===== config.mk =====
export PLATFORM = sky130hd
export DESIGN_NAME = microstep_sequencer
export DESIGN_NICKNAME = d
export VERILOG_FILES = /design/src/rtl/microstep_sequencer.sv
export SDC_FILE = /design/constraint.sdc
export NUM_CORES = 1
export LEC_CHECK = 0
export ABC_CLOCK_PERIOD_IN_PS = 3650
export BUFFER_PORTS_ARGS = -buffer_cell sky130_fd_sc_hd__buf_2
export CORE_MARGIN = 8
export CORE_UTILIZATION = 45
export CTS_CLUSTER_SIZE = 16
export DETAILED_ROUTE_END_ITERATION = 10
export GPL_ROUTABILITY_DRIVEN = 0
export PLACE_DENSITY_LB_ADDON = 0.08
export SLEW_MARGIN = 15
export SYNTH_ARGS = -nofsm -noshare
export SYNTH_HDL_FRONTEND = slang
export SYNTH_SLANG_ARGS = --single-unit

===== constraint.sdc =====
create_clock -name clk -period 3.65 [get_ports clk]
set_clock_uncertainty 0.2 [all_clocks]
set_input_delay 0.365 -clock clk [delete_from_list [all_inputs] [get_ports clk]]
set_output_delay 0.365 -clock clk [all_outputs]
set_load 0.005 [all_outputs]

===== src/rtl/microstep_sequencer.sv =====
// Microstep phase sequencer: IDLE -> UPDATE -> SETTLE step FSM driving a wrapped phase position.
// Define STEP_COUNT_EN to add the signed step_count accumulator output.
module microstep_sequencer #(
    parameter int PHASE_STEPS = 192
) (
    input  logic              clk,
    input  logic              reset,
    input  logic              enable,
    input  logic              step,
    input  logic              dir,
    input  logic [2:0]        ustep_res,
    input  logic              home,
    input  logic              clr_fault,
    output logic [7:0]        pos,
    output logic              busy,
    output logic              phase_valid,
    output logic              step_done,
`ifdef STEP_COUNT_EN
    output logic              overrun,
    output logic signed [31:0] step_count
`else
    output logic              overrun
`endif
);

    typedef enum logic [1:0] {
        IDLE   = 2'd0,
        UPDATE = 2'd1,
        SETTLE = 2'd2
    } state_t;

    function automatic logic [6:0] res_to_inc(input logic [2:0] res);
        logic [2:0] r;
        r = (res > 3'd6) ? 3'd6 : res;
        return 7'd1 << r;
    endfunction

    function automatic logic [7:0] wrap_fwd(input logic [7:0] p, input logic [6:0] inc);
        logic [8:0] sum;
        sum = {1'b0, p} + {2'b00, inc};
        if (sum >= 9'(PHASE_STEPS))
            sum = sum - 9'(PHASE_STEPS);
        return sum[7:0];
    endfunction

    function automatic logic [7:0] wrap_rev(input logic [7:0] p, input logic [6:0] inc);
        logic [8:0] diff;
        if ({1'b0, p} < {2'b00, inc})
            diff = {1'b0, p} + 9'(PHASE_STEPS) - {2'b00, inc};
        else
            diff = {1'b0, p} - {2'b00, inc};
        return diff[7:0];
    endfunction

    state_t     state;
    logic       op_home;
    logic       pend;
    logic       pend_dir;
    logic       dir_r;
    logic [6:0] inc_r;
    logic       idle;
    logic       take_home;
    logic       take_pend;
    logic       take_step;
    logic       drop;
    logic       pend_load;

    assign idle        = (state == IDLE);
    assign busy        = !idle;
    assign phase_valid = idle && !pend;

    // A pending step is served ahead of a fresh one; home outranks both.
    assign take_home = idle && enable && home;
    assign take_pend = idle && enable && !home && pend;
    assign take_step = idle && enable && !home && !pend && step;
    assign drop      = enable && step && !idle && pend;
    assign pend_load = enable && step && (idle ? (pend && !home) : !pend);

    always_ff @(posedge clk or posedge reset) begin
        if (reset) begin
            state     <= IDLE;
            pos       <= 8'd0;
            op_home   <= 1'b0;
            pend      <= 1'b0;
            step_done <= 1'b0;
            overrun   <= 1'b0;
`ifdef STEP_COUNT_EN
            step_count <= 32'sd0;
`endif
        end else begin
            step_done <= 1'b0;

            if (drop)
                overrun <= 1'b1;
            else if (clr_fault)
                overrun <= 1'b0;

            if (!enable)
                pend <= 1'b0;
            else if (idle)
                pend <= !home && pend && step;
            else if (step)
                pend <= 1'b1;

            case (state)
                IDLE: begin
                    if (take_home || take_pend || take_step) begin
                        state   <= UPDATE;
                        op_home <= take_home;
                    end
                end
                UPDATE: begin
                    state <= SETTLE;
                    if (op_home) begin
                        pos <= 8'd0;
`ifdef STEP_COUNT_EN
                        step_count <= 32'sd0;
`endif
                    end else if (dir_r) begin
                        pos <= wrap_fwd(pos, inc_r);
`ifdef STEP_COUNT_EN
                        step_count <= step_count + $signed({25'd0, inc_r});
`endif
                    end else begin
                        pos <= wrap_rev(pos, inc_r);
`ifdef STEP_COUNT_EN
                        step_count <= step_count - $signed({25'd0, inc_r});
`endif
                    end
                end
                SETTLE: begin
                    state     <= IDLE;
                    step_done <= 1'b1;
                end
                default: state <= IDLE;
            endcase
        end
    end

    // Step operands are captured at acceptance so later input changes cannot disturb the step in flight.
    always_ff @(posedge clk) begin
        if (pend_load)
            pend_dir <= dir;
        if (take_pend) begin
            dir_r <= pend_dir;
            inc_r <= res_to_inc(ustep_res);
        end else if (take_step) begin
            dir_r <= dir;
            inc_r <= res_to_inc(ustep_res);
        end
    end

endmodule


==> impl_metrics.env <==
export IMPL_htreeDepth=1
export IMPL_die_h_um=84.91
export IMPL_first_pass_iters=4
export IMPL_post_route_period_util=0.8727
export IMPL_die_area_um2=7210
export IMPL_root_buffer="clkbuf_8"
export IMPL_n_fill_cell=467
export IMPL_dp_hpwl_mm=4.263
export IMPL_synth_edf_count=9
export IMPL_rsz0062_at_grt="no"
export IMPL_numCtsBuffers=3
export IMPL_cp_start_kind="flip-flop"
export IMPL_worst_ep_arrival_time_ns=3.20
export IMPL_setup_violations=0
export IMPL_synth_flop_cell="dfrtp_1"
export IMPL_ys_warn_count=0
export IMPL_place_ws_ns=0.4588
export IMPL_final_cell_mix="inv_1 (22), ha_1 (21), buf_2 (21)"
export IMPL_tritoncts="built"
export IMPL_critPathRequiredTime_ns=3.66
export IMPL_peakVddDrop_mv=0.2318
export IMPL_max_stage_delay_ns=0.52
export IMPL_worstMarginPinSlew_ns=0.5817
export IMPL_powerDensity_nw_per_um2=654.1
export IMPL_placed_cells=305
export IMPL_cts_sinks=23
export IMPL_reg2reg_depth=9
export IMPL_antenna_found_initial=0
export IMPL_worst_setup_path_type="reg -> reg"
export IMPL_fin_ws_ns=0.4648
export IMPL_clk_pin_slew_worst_paths_ns=0.10
export IMPL_fin_setup_tns_ns=0
export IMPL_cts_resized=0
export IMPL_yosysSeqAreaShare=0.2904
export IMPL_syn_area_per_cell_um2=9.211
export IMPL_yosysTopAreaCell="dfrtp_1"
export IMPL_dr_total_vias=1748
export IMPL_synth_top_area_frac=0.1639
export IMPL_synthCells=232
export IMPL_areaGrowthSynthToFinish_pct=10.36
export IMPL_overflow=0
export IMPL_drv_cap=0
export IMPL_drc=0
export IMPL_drive_gt1_frac=0.1367
export IMPL_slew_headroom=0.6118
export IMPL_critical_path_max_fanout=12
export IMPL_status="complete, no violations"
export IMPL_fp_dieW_um=84.91
export IMPL_netlist_top_cells_area="dfrtp_1 (16%), edfxtp_1 (13%), ha_1 (12%)"
export IMPL_async_flop_share=0.6087
export IMPL_end_kind="flip-flop"
export IMPL_syn_area_um2=2137
export IMPL_p_leak_nw=1.105
export IMPL_final_antenna_net_count=0
export IMPL_drt_initial_drc_count=109
export IMPL_grt_pass1_vias=1814
export IMPL_core_area_um2=4661
export IMPL_rows=25
export IMPL_synth_cell_type_count=53
export IMPL_fin_nets=296
export IMPL_mostFrequentLayoutCell="inv_1"
export IMPL_wirelength_mm=5.248
export IMPL_cp_common_cell="ha_1"
export IMPL_clock_latency_ns=0.28
export IMPL_hold_depth=2
export IMPL_synth_seq_cells=23
export IMPL_fin_util=0.5060
export IMPL_io_buffers=21
export IMPL_ios=22
export IMPL_grt_use_total=0.1515
export IMPL_power_mw=1.543
export IMPL_crit_chain="ha_1 -> or2_0 -> a2111oi_2 -> a311oi_4 -> ha_1 -> and4b_1 -> and4_1 -> or4_1 -> nand3_1"
export IMPL_stdcell_count=310
export IMPL_grt_pass1_wl_mm=8.838
export IMPL_hold_path_class="in -> reg"
export IMPL_slew_viol_final=0
export IMPL_wl_per_cell_um=16.93
export IMPL_viasPerCell=5.639
export IMPL_crit_slowest_cell="or4_1"
export IMPL_n_antenna_cell=0
export IMPL_grt_max_degree=15
export IMPL_finalHoldViolCount=0
export IMPL_cts_buffer_depth=2
export IMPL_max_freq_mhz=313.9
export IMPL_start_util=0.4585
export IMPL_syn_nets=271
export IMPL_fin_crit_ns=3.185
cells in the mapped netlist (3+ instances only):
cell type / instances
nor3b_1: 5
a21oi_1: 13
and3b_1: 4
xor2_1: 4
nand3_1: 5
a21o_1: 3
nor2b_1: 7
edfxtp_1: 9
a211oi_1: 3
inv_1: 22
dfrtp_1: 14
nand2_1: 15
ha_1: 21
fa_1: 8
o21ai_0: 12
a221oi_1: 3
nor2_1: 18
nor3_1: 6
buf_2: 4
nand2b_1: 5
a31oi_1: 5
xnor2_1: 7
metrics by stage:
step / hold WS, ns / area, um^2
detailed placement: 0.2485 / 2301
finish: 0.06034 / 2359
global placement: 0.2394 / 2301
global route: 0.06016 / 2359
CTS: 0.06270 / 2359
floorplan: 0.05422 / 2137
power breakdown:
group	switching, mW	total, mW	internal, mW
registers	0.0778	0.395	0.317
logic	0.549	0.971	0.422
clock network	0.0987	0.177	0.0782
total	0.726	1.54	0.817
sequential cells by signal, summed over array words and instances (netlist names):
| signal | cells |
|---|---|
| pend_dir | 1 |
| pend | 1 |
| step_done | 1 |
| state | 2 |
| overrun | 1 |
| op_home | 1 |
| inc_r | 7 |
| dir_r | 1 |
| pos | 8 |
timing repair:
item / 4_1_cts / 5_1_grt
hold buffers: 1 / 0
endpoints found under the hold margin: 14 / 0
setup buffers: 0 / 0
routing by layer:
metal	routed length, um	global-route usage	up-vias
li1	-	-	872
met1	2481	0.1895	831
met2	2508	0.2691	39
met3	208	0.02027	6
met4	50	0.03074	0
met5	0	0	-
cell type report:
cell class              instances  area, um^2  share of cell area
multi-input cells             180        1388              0.5883
flip-flops and latches         23       620.6              0.2631
repair buffers                 27       152.6             0.06472
inverters                      22       82.58             0.03501
well taps                      54       67.56             0.02865
clock buffers                   3       41.29             0.01751
clock inverters                 1       6.256            0.002653
critical path: cells and delay by family (launching register included):
kind / cells / cell delay (ns)
AOI/OAI and AO/OA: 2 / 0.51
adders and majority gates: 2 / 0.69
DFF: 1 / 0.44
and+or+nand+nor: 5 / 1.28
cell families after synthesis:
group,after synthesis,synth area share
buffers and inverters,29,0.06030
muxes,2,0.009953
AOI/OAI and AO/OA,60,0.1961
xor gates and xnor gates,11,0.04508
DFF,23,0.2904
and+or+nand+nor,78,0.2002
adders and majority gates,29,0.1979
path summary, 6_finish.rpt:
check	from	end	slack, ns
min in group asynchronous	reset	pos[1]	0.48
hold reg to reg	state[0]	step_done	0.26
max in group asynchronous	reset	pos[6]	2.39
setup reg to reg	pos[5]	pos[6]	0.46
hold / removal	clr_fault	overrun	0.06
setup / recovery	pos[5]	pos[6]	0.46
Note: power is estimated with default switching activity, not from simulation.
